`src/rtl/conversor_binario_bcd.sv`:
```
// Iterative binary-to-BCD converter (shift-add-3) with a valid/ready handshake on both sides.
// Optional leading-zero blanking of the result is enabled with `define APAGA_ZEROS_EN.
module conversor_binario_bcd #(
  parameter int LARGURA_BIN = 8,
  parameter int DIGITOS     = 3
) (
  input  logic                     clk,
  input  logic                     rst_n,
  input  logic                     entrada_valida,
  output logic                     entrada_pronta,
  input  logic [LARGURA_BIN-1:0]   valor_bin,
  output logic                     saida_valida,
  input  logic                     saida_pronta,
  output logic [4*DIGITOS-1:0]     digitos_bcd,
  output logic                     estouro
);

  // state   | meaning
  // OCIOSO  | waiting for entrada_valida; entrada_pronta = 1
  // DESLOCA | one add-3/shift step per cycle, counter runs down to 1
  // PRONTO  | result registered and held until saida_pronta

  localparam int CW = $clog2(LARGURA_BIN + 1);
  localparam int BW = 4 * DIGITOS;

  typedef enum logic [1:0] {OCIOSO, DESLOCA, PRONTO} estado_t;

  estado_t                estado;
  logic [LARGURA_BIN-1:0] bin_sr;
  logic [BW-1:0]          bcd_acc;
  logic [BW-1:0]          bcd_adj;
  logic [BW-1:0]          bcd_shift;
  logic [BW-1:0]          bcd_final;
  logic [CW-1:0]          contador;
  logic                   estouro_acc;
  logic                   transbordo;

  always_comb begin
    bcd_adj = bcd_acc;
    for (int i = 0; i < DIGITOS; i++) begin
      if (bcd_acc[4*i +: 4] >= 4'd5)
        bcd_adj[4*i +: 4] = bcd_acc[4*i +: 4] + 4'd3;
    end
  end

  // The bit leaving the top nibble can only be set when the value needs more digits.
  assign bcd_shift  = {bcd_adj[BW-2:0], bin_sr[LARGURA_BIN-1]};
  assign transbordo = bcd_adj[BW-1];

`ifdef APAGA_ZEROS_EN
  logic achou;

  always_comb begin
    bcd_final = bcd_shift;
    achou     = 1'b0;
    for (int i = DIGITOS - 1; i >= 1; i--) begin
      if (!achou && bcd_shift[4*i +: 4] == 4'h0)
        bcd_final[4*i +: 4] = 4'hF;
      else
        achou = 1'b1;
    end
  end
`else
  assign bcd_final = bcd_shift;
`endif

  always_ff @(posedge clk or negedge rst_n) begin
    if (!rst_n) begin
      estado         <= OCIOSO;
      entrada_pronta <= 1'b1;
      saida_valida   <= 1'b0;
      digitos_bcd    <= '0;
      estouro        <= 1'b0;
      contador       <= '0;
      bin_sr         <= '0;
      bcd_acc        <= '0;
      estouro_acc    <= 1'b0;
    end else begin
      case (estado)
        OCIOSO: begin
          if (entrada_valida) begin
            bin_sr         <= valor_bin;
            bcd_acc        <= '0;
            estouro_acc    <= 1'b0;
            estouro        <= 1'b0;
            contador       <= CW'(LARGURA_BIN);
            entrada_pronta <= 1'b0;
            estado         <= DESLOCA;
          end
        end
        DESLOCA: begin
          bcd_acc     <= bcd_shift;
          bin_sr      <= bin_sr << 1;
          estouro_acc <= estouro_acc | transbordo;
          contador    <= contador - CW'(1);
          if (contador == CW'(1)) begin
            digitos_bcd  <= bcd_final;
            estouro      <= estouro_acc | transbordo;
            saida_valida <= 1'b1;
            estado       <= PRONTO;
          end
        end
        PRONTO: begin
          // No new input in the release cycle: entrada_pronta rises one cycle later.
          if (saida_pronta) begin
            saida_valida   <= 1'b0;
            entrada_pronta <= 1'b1;
            estado         <= OCIOSO;
          end
        end
        default: estado <= OCIOSO;
      endcase
    end
  end

endmodule

```
`config.mk`:
```
export PLATFORM = sky130hd
export DESIGN_NAME = conversor_binario_bcd
export DESIGN_NICKNAME = d
export VERILOG_FILES = /design/src/rtl/conversor_binario_bcd.sv
export SDC_FILE = /design/constraint.sdc
export NUM_CORES = 1
export LEC_CHECK = 0
export CORE_MARGIN = 1.5
export CORE_UTILIZATION = 48
export DETAILED_ROUTE_END_ITERATION = 16
export GPL_TIMING_DRIVEN = 0
export PLACE_DENSITY = 0.8
export SYNTH_ARGS = -nofsm -noshare
export SYNTH_HDL_FRONTEND = slang
export SYNTH_SLANG_ARGS = --single-unit
export TNS_END_PERCENT = 20
```
`constraint.sdc`:
```
create_clock -name clk -period 2.25 [get_ports clk]
set_input_delay 0.45 -clock clk [delete_from_list [all_inputs] [get_ports clk]]
set_output_delay 0.45 -clock clk [all_outputs]
set_load 0.02 [all_outputs]
```
# Yosys cells after proc, flatten, opt, wreduce, memory -nomap -nowiden
# Cells that the tools add are included.
word_totals:
  ff_bits: 42
  input_bits: 12
  output_inout_bits: 15
op_classes:
  order_cmp: 3
  n_addsub: 4
  reduce_logical: 10
  n_eq_ne: 6
  muxes: 22
  n_bitwise: 1
ops:
  columns: ["operator", "count"]
  rows:
  - ["$pmux 12 s2", 1]
  - ["$mux 4", 4]
  - ["$pmux 8 s2", 1]
  - ["$add 4x2->4 const B", 3]
  - ["$ge 4x3->1 const B", 3]
  - ["$mux 12", 1]
  - ["$reduce_and 3->1", 4]
  - ["$mux 8", 1]
  - ["$pmux 1 s2", 4]
  - ["$pmux 4 s2", 1]
  - ["$mux 2", 3]
  - ["$ne 2x2->1 const B", 3]
  - ["$pmux 2 s3", 1]
  - ["$reduce_bool 2->1", 3]
  - ["$mux 1", 5]
  - ["$eq 4x1->1 const B", 1]
  - ["$reduce_and 2->1", 2]
  - ["$sub 4x1->4 const B", 1]
  - ["$eq 2x1->1 const B", 1]
  - ["$eq 2x2->1 const B", 1]
  - ["$logic_not 2->1", 1]
  - ["$or 1x1->1", 1]

# Depth between registers and ports, before layout
# Gate-level depths: netlist of run 1.
logic_depth:
  depth_word: 5
  ltp_mapped: 7

# Worst setup path before layout of run 1
# No wires, ideal clock.
synth_path:
  kind: "flip-flop to flip-flop"
  startpoint: "register bcd_acc[8]"
  endpoint: "register bcd_acc[10]"
  required_time_ps: 2167
  slack_ps: 727
  path_buffers: 0
  stages_incl_launch_ff: 7
  setup_time_ps: 83
  t_arrival_ps: 1440
  cell_sequence: "dfrtp_1 inv_1 ha_1 nand2b_1 a21oi_1 mux2_2 o21ai_0"
synth_via:
  elab_chain_cells: 3
  word_cells_on_any_way: 4
synth_lines:
  columns: ["element", "line_no", "source"]
  rows:
  - ["start: declaration", "30", "logic [BW-1:0] bcd_acc;"]
  - ["start signal: assignment", "92", "bcd_acc <= bcd_shift;"]
  - ["$add 4x2->4 / $ge 4x3->1 (equally long branches)", "42, 41", null]
  - ["$mux 4 *", "41", "if (bcd_acc[4*i +: 4] >= 4'd5)"]
  - ["$pmux 12 s2 *", "79", "case (estado)"]
# Mark *: on every way between the ends. The rest lies on a longest branch, timed or not.
# A chain may end at the register's enable or synchronous reset.

# Final worst setup path of run 1
layout_path:
  startpoint: "register entrada_pronta"
  endpoint: "output port entrada_pronta"
layout_lines:
  columns: ["element", "line_no", "source"]
  rows:
  - ["start: declaration", "10", "output logic entrada_pronta,"]
  - ["start signal: assignment", "70", "entrada_pronta <= 1'b1;"]
  - ["start signal: assignment", "87", "entrada_pronta <= 1'b0;"]
  - ["start signal: assignment", "107", "entrada_pronta <= 1'b1;"]
# No word-level cell between the ends.

==> impl_results.md, run 1 <==
- Pwr dens: roughly 1400 mW/mm^2
- Hold-fix buffers, CTS: 0
- Reg-to-reg startpoint: bcd_acc[8]$_DFFE_PN0P_
- Setup violators final: 0
- RSZ-0062 raised after global routing: no
- Largest family of logic cells by synthesized area: simple AND/OR/NAND/NOR gates
- Die Area: about 0.0045 mm^2
- Syn Inst Count: 201
- Synth Area in Adders: between 5 and 6%
- Area grow syn2layout: 21.7%
- Netlist Area Pre-Place: 0.00198 mm^2
- First DRT Iteration DRCs: between 80 and 90
- Fin crit period: around 1900 ps
- Cell-by-cell trace of the critical path: clkdlybuf4s50_1
- H-tree Lvls: 2
- Number of buffers created by CTS: 5
- Initial antenna violation count: 0
- Worst Path Required: 1800 ps
- Layout cells sized above 1: approximately a tenth
- Post-DP Area: approximately 0.0023 mm^2
- Final Wtd Congestion: 0.844
- Final Hold Fails: 0
- Hpwl dp: 2690 um
- Post-Synth XOR/XNOR Area: between 2 and 2.5%
- Worst Path Arrival: between 1000 and 1500 ps
- DRC: 0
- Clk slew on worst S/H paths: ~70 ps
- Cell Rows: 23
- CTS resizes: 0
- Yosys warning total: 0
- Global route overflow: 0
- Leak: roughly 0.0011 uW
- Worst slew pin tran: between 400 and 500 ps
- DRT Pass-1 Iters: 4
- Initial Util: 49.7%
- Minimum hold slack: roughly 40 ps
- Worst clock skew: 10.0 ps
- Critical Path End Type: output port
- Library cells used by synthesis: 30
- Worst reg-to-reg path cell count: 6
- First-pass GRT wire length: ~6200 um
- Cell area after layout: between 0.002 and 0.0025 mm^2
- Root Buffer: clkbuf_8
- Top Ports: 27
- Die H: between 60 and 70 um
- # port buffers: 26
- Max transition margin: between 70% and 80%
- Slowest-stage cell, CP: clkdlybuf4s50_1
- Final period utilization: a little over four fifths
- DR WL/cell: between 10 and 15 um
- Largest net degree at the start of global routing: 31
- Seq/Total Area, Yosys: between 50% and 60%
- Post-synthesis simple-gate area fraction: roughly 15%
- Worst-path maximum fanout: 3
- Ant. Diodes: 0
- Vias in the first global route: between 1k and 1.5k
- ANT nets after route: 0
- Slew Viols, Final: 0
- CP delay by family, top: buffers and inverters
- CTS Buffer Depth: 2
- DR vias/cell: about 5.3
- Hold crit path type: input pin to asynchronous set/reset pin
- Core ar.: a little under 0.004 mm^2
- WL final: 3750 um
- CP endpoint: entrada_pronta
- Layout Nets: 255
- Fillers: 350
- Fmax: between 500 and 600 MHz
- CTS tree: done
- Syn Nets: 221
- Slowest cell delay on critical path: 600 ps
- Worst-Skew Late Latency: approximately 300 ps
- Post-synthesis mux area share: around 5.3%
- Compound-Gate Fraction of Synth Area: about 15%
- Maximum VDD drop: roughly 0.73 mV
- Critical R2R Capture: bcd_acc[10]$_DFFE_PN0P_
- Post-CTS setup buffer count: 0
- Crit path launch: entrada_pronta$_DFFE_PN1P_
- Status: complete, no violations
- Avg Inst Size Synth: slightly below 10 um^2
- Synth Register Bits: between 40 and 50
- Startpoint Class: register
- Critical path type: register to output port
- Overall routing resource usage: around a fifth
- Clock Sinks: between 40 and 50
- R2R setup slack: ~530 ps
- Via count: 1519
- MaxCap Viol Count: 0
- Sum of buffers and inverters on the critical path: 1
- Die width: 67.2 um
- Logic depth of the worst setup path including buffers: 1
==> worst min path at each step <==
stage / from / end / slack, ps
2_1_floorplan: rst_n / bcd_acc[0]$_DFFE_PN0P_ / 150
3_3_place_gp: bin_sr[2]$_DFFE_PN0P_ / bin_sr[2]$_DFFE_PN0P_ / 460
3_5_place_dp: rst_n / contador[1]$_DFFE_PN0P_ / 370
4_1_cts: rst_n / saida_valida$_DFFE_PN0P_ / 40
5_1_grt: rst_n / saida_valida$_DFFE_PN0P_ / 60
6_report: rst_n / saida_valida$_DFFE_PN0P_ / 40
==> where the power goes <==
group	internal, uW	switching [uW]	leakage, uW
logic	675	806	0.000495
clock network	248	252	0.0000482
registers	1070	243	0.000534
total	1990	1300	0.00108
==> layout by cell type, fill, tap and decap left out <==
master / synthesis / layout
a22o_1: 2 / 2
nand2b_1: 3 / 3
xnor2_1: 4 / 4
buf_6: 1 / 1
nor3b_1: 6 / 6
clkbuf_8: 0 / 6
nor4_1: 1 / 1
nand2_2: 1 / 1
buf_12: 0 / 1
nor2b_1: 1 / 1
nor3b_2: 1 / 1
mux2_2: 4 / 4
or2b_1: 1 / 1
dfrtp_1: 41 / 41
clkinv_2: 0 / 1
clkbuf_1: 1 / 2
buf_4: 1 / 1
nand2_1: 38 / 38
nand3_1: 3 / 3
o31ai_1: 1 / 1
o21bai_1: 1 / 1
inv_1: 10 / 10
a21oi_1: 13 / 13
nor2_1: 5 / 5
mux2i_1: 6 / 6
a22oi_1: 2 / 2
and2b_1: 1 / 1
o21ai_0: 36 / 36
ha_1: 8 / 8
buf_2: 4 / 5
dfstp_2: 1 / 1
clkdlybuf4s50_1: 0 / 25
xor2_1: 1 / 1
nor3_1: 3 / 3
==> through the flow <==
stage | std cells | setup slack, ps | total power, uW | utilization [%] | setup TNS (ps)
2_1_floorplan | 201 | 727 | 2320 | - | 0
3_3_place_gp | 277 | -317 | 2750 | 57.9 | -12910
3_5_place_dp | 278 | 428 | 2820 | 58.3 | 0
4_1_cts | 286 | 349 | 3320 | 60.6 | 0
5_1_grt | 286 | 327 | 3560 | 60.6 | 0
6_report | 286 | 362 | 3290 | 60.6 | 0
==> kinds of logic after synthesis <==
logic type,after synthesis
simple gates,64
mux,10
xor+xnor,5
flops,42
compound gates,55
buf+inv,17
fa+ha+maj,8
==> cell type report <==
| cell class | instances | area, um^2 | share of cell area, % |
|---|---|---|---|
| Buffer | 7 | 42.5 | 1.77 |
| Clock buffer | 7 | 86.3 | 3.59 |
| Clock inverter | 1 | 5.00 | 0.208 |
| Inverter | 10 | 37.5 | 1.56 |
| Multi-Input combinational cell | 142 | 843 | 35.1 |
| Sequential cell | 42 | 1050 | 43.8 |
| Tap cell | 50 | 62.6 | 2.60 |
| Timing Repair Buffer | 27 | 275 | 11.4 |
==> sequential cells by signal (all words and copies together), names as in the netlist <==
| signal | flops |
|---|---|
| bcd_acc | 12 |
| bin_sr | 8 |
| contador | 4 |
| digitos_bcd | 12 |
| entrada_pronta | 1 |
| estado | 2 |
| estouro | 1 |
| estouro_acc | 1 |
| saida_valida | 1 |
==> cell usage after synthesis <==
cell	n	area share (%)
and2b_1	1	0.38
nand2_1	38	7.2
a22o_1	2	0.89
o21ai_0	36	9.1
nor3_1	3	0.76
xnor2_1	4	1.8
dfrtp_1	41	52
a22oi_1	2	0.76
nor2_1	5	0.95
clkbuf_1	1	0.19
nor3b_1	6	2.3
buf_2	4	1.0
nor4_1	1	0.32
dfstp_2	1	1.3
buf_6	1	0.57
buf_4	1	0.38
o31ai_1	1	0.38
nand3_1	3	0.76
nand2b_1	3	0.95
xor2_1	1	0.44
nor2b_1	1	0.32
nand2_2	1	0.32
nor3b_2	1	0.63
a21oi_1	13	3.3
mux2i_1	6	3.0
inv_1	10	1.9
o21bai_1	1	0.38
mux2_2	4	2.3
ha_1	8	5.1
or2b_1	1	0.38
==> layer usage <==
metal,up-vias,GRT usage (%),part of all wire [%],wire (um)
met5,-,0,0,0
li1,751,-,-,-
met3,7,3.17,4.3,160
met4,0,11.0,1.7,64
met1,728,23.3,46,1740
met2,33,31.1,48,1780
No activity file was read; power rests on OpenSTA's default activity.
==> inputs of run 2 (changes only) <==
--- a/config.mk
+++ b/config.mk
@@ -9,7 +9,7 @@
 export CORE_UTILIZATION = 48
 export DETAILED_ROUTE_END_ITERATION = 16
 export GPL_TIMING_DRIVEN = 0
-export PLACE_DENSITY = 0.8
+export PLACE_DENSITY = 0.83
 export SYNTH_ARGS = -nofsm -noshare
 export SYNTH_HDL_FRONTEND = slang
 export SYNTH_SLANG_ARGS = --single-unit
==> constraint.sdc (replaced) <==
create_clock -name clk -period 1.5 [get_ports clk]
set_input_delay 0.3 -clock clk [delete_from_list [all_inputs] [get_ports clk]]
set_output_delay 0.3 -clock clk [all_outputs]
set_load 0.02 [all_outputs]
==> run 2 against run 1 <==
- clock power is 50% higher
- die area stayed put
- sequential share of layout area is 4.3 points lower
- design area is 11% higher
- clock skew hardly changed
- non-clock buffer count is 15 higher
- critical path depth stayed put
- sequential power is 53% higher
- core utilization is 6.6 points higher
- sequential cell count stayed put
- largest cell class unchanged
==> impl_results.md, run 2 (synthesis gave the netlist of run 1 again) <==
- Largest net degree at the start of global routing: 43 (+39%)
- # port buffers: 26 (unchanged)
- Cell area after layout: 0.00267 mm^2 (+11%)
- Clk slew on worst S/H paths: 80 ps (about the same)
- Overall routing resource usage: 21.0% (+2.2 points)
- Maximum VDD drop: 1.09 mV (+49%)
- Final Wtd Congestion: 0.828 (-2.0%)
- Most frequent cells in the layout: dfrtp_1 (41), nand2_1 (38), o21ai_0 (26)
- Pwr dens: 2130 mW/mm^2 (+55%)
- H-tree Lvls: 2 (unchanged)
- Worst slew pin tran: 294 ps (-115 ps)
- Area grow syn2layout: 35.0%
- Die H: 67.2 um (unchanged)
- Worst-path maximum fanout: 3 (unchanged)
- DR vias/cell: 5.29 (-0.35%)
- DR WL/cell: 14.0 um (+6.6%)
- WL final: 4210 um (+12%)
- Slew Viols, Final: 0 (unchanged)
- RSZ-0062 raised after global routing: yes
- ANT nets after route: 0 (unchanged)
- Logic depth of the worst setup path including buffers: 1 (unchanged)
- Worst reg-to-reg path cell count: 6 (unchanged)
- Die width: 67.2 um (unchanged)
- CTS Buffer Depth: 2 (unchanged)
- Reg-to-reg startpoint: bcd_acc[9]$_DFFE_PN0P_
- Vias in the first global route: 1532 (+6.2%)
- Top flop regs: bcd_acc x12, digitos_bcd x12, bin_sr x8
- Flop pwr share: 35.5% (-4.3 points)
- Worst-Skew Late Latency: 300 ps (about the same)
- First-pass GRT wire length: 6910 um (+11%)
- Cell-by-cell trace of the critical path: dlygate4sd2_1
- Logic pwr share: 51.3% (+6.3 points)
- Core ar.: 0.00397 mm^2 (unchanged)
- R2R setup slack: 30 ps (-500 ps)
- Worst Path Arrival: 1170 ps (-270 ps)
- Post-DP Area: 0.00232 mm^2 (+0.16%)
- Status: complete, no violations
- Sum of buffers and inverters on the critical path: 1 (unchanged)
- Cell Rows: 23 (unchanged)
- Hold Path Stages: 2
- Setup violators final: 0 (unchanged)
- Fillers: 315 (-10%)
- Final Hold Fails: 0 (unchanged)
- Clock Sinks: 42 (unchanged)
- Hold crit path type: register to register
- Global route overflow: 0 (unchanged)
- Switching part of the total power: 40.4% (+0.86 points)
- Slowest cell delay on critical path: 540 ps (-60 ps)
- Sw power: 2290 uW (+76%)
- Top Ports: 27 (unchanged)
- Hold-critical path endpoint: digitos_bcd[4]$_DFFE_PN0P_
- DRC: 0 (unchanged)
- Hold Path Origin: digitos_bcd[4]$_DFFE_PN0P_
- Ant. Diodes: 0 (unchanged)
- Initial antenna violation count: 0 (unchanged)
- Final period utilization: ~98%
- Via count: 1593 (+4.9%)
- Fin crit period: approximately 1500 ps
- Startpoint Class: register
- Die Area: 0.00451 mm^2 (unchanged)
- Most common cell after layout, fill and taps aside: dfrtp_1
- Fmax: ~700 MHz
- Root Buffer: clkbuf_8
- Leak: 0.00125 uW (+16%)
- CP delay by family, top: flip-flops
- Register area: 0.00105 mm^2 (unchanged)
- Inst Count DP: 278 (unchanged)
- Clock Power Share: 13.3% (-1.9 points)
- DRT Pass-1 Iters: 4 (unchanged)
- Critical R2R Capture: digitos_bcd[10]$_DFFE_PN0P_
- Worst clock skew: 9.56 ps (-0.454 ps)
- Critical path type: register to output port
- Number of buffers created by CTS: 5 (unchanged)
- Worst Path Required: 1200 ps (-600 ps)
- Slowest-stage cell, CP: dfstp_2
- Hpwl dp: 2700 um (+0.38%)
- Cell-internal power: 3380 uW (+70%)
- CTS tree: done
- First DRT Iteration DRCs: 77 (-9.4%)
- Finished Layout Cells: 301 (+5.2%)
- Initial Util: 49.7% (unchanged)
- Layout cells sized above 1: 25.1% (+16 points)
- Max transition margin: 80.2% (+7.5 points)
- Critical Path End Type: output port
- Footprint of the multi-input gates: 990 um^2 (+17%)
- Layout Nets: 270 (+5.9%)
- MaxCap Viol Count: 0 (unchanged)
==> run 2: what timing repair did <==
| item | CTS | global route |
|---|---|---|
| gates resized for setup | 34 | 35 |
| endpoints found under the setup margin | 29 | 29 |
| buffers inserted | 8 | 6 |
| hold buffers | 1 | 0 |
| pin swaps | 6 | 4 |
| hold endpoints to repair | 41 | 0 |
==> run 2: metrics by stage <==
step	util, %	TNS, ps	hold slack (ps)	power (uW)	worst slack (ps)
2_1_floorplan	-	-90.2	4.41	3490	-22.9
3_3_place_gp	58.0	-39870	461	4140	-892
3_5_place_dp	58.3	-3610	291	4260	-230
4_1_cts	63.5	-20.4	483	5270	-20.4
5_1_grt	67.1	-89.5	504	6110	-20.5
6_report	67.1	0	480	5670	30.3
==> run 2: area by class of cell <==
cell class                 count  share of cell area (%)
sequential                    42                    39.5
multi-input combinational    142                    37.1
timing repair buffer          42                    13.9
clock buffer                   7                    3.24
tap                           50                    2.35
buffer                         7                    2.30
inverter                      10                    1.41
clock inverter                 1                   0.188
==> run 2: worst max path at each step <==
stage / endpoint / slack [ps] / startpoint
detailed placement: bin_sr[4]$_DFFE_PN0P_ / -230 / entrada_valida
finish: entrada_pronta / 30 / entrada_pronta$_DFFE_PN1P_
floorplan: bcd_acc[6]$_DFFE_PN0P_ / -20 / bcd_acc[4]$_DFFE_PN0P_
global placement: digitos_bcd[3]$_DFFE_PN0P_ / -890 / rst_n
CTS: digitos_bcd[10]$_DFFE_PN0P_ / -20 / bcd_acc[8]$_DFFE_PN0P_
global route: bcd_acc[10]$_DFFE_PN0P_ / -20 / bcd_acc[9]$_DFFE_PN0P_
==> run 2: power groups by stage <==
stage | combinational (uW) | sequential, uW | clock (uW)
4_1_cts | 2530 | 1970 | 768
2_1_floorplan | 1400 | 2090 | 0
6_report | 2910 | 2010 | 752
3_5_place_dp | 2270 | 1990 | 0
3_3_place_gp | 2170 | 1970 | 0
5_1_grt | 3220 | 2070 | 813
==> run 2: routing by layer <==
layer  global-route usage (%)  up-vias  wire [um]
li1                         -      782          -
met1                     25.2      771       1870
met4                     9.44        0         79
met5                        0        -          0
met3                     5.33        8        185
met2                     35.5       32       2070
==> inputs of run 3 (changes only) <==
--- a/config.mk
+++ b/config.mk
@@ -5,6 +5,7 @@
 export SDC_FILE = /design/constraint.sdc
 export NUM_CORES = 1
 export LEC_CHECK = 0
+export CAP_MARGIN = 25
 export CORE_MARGIN = 1.5
 export CORE_UTILIZATION = 48
 export DETAILED_ROUTE_END_ITERATION = 16
==> results of run 3 <==
Same layout as run 2: the final DEF is identical, and so are final timing and power.
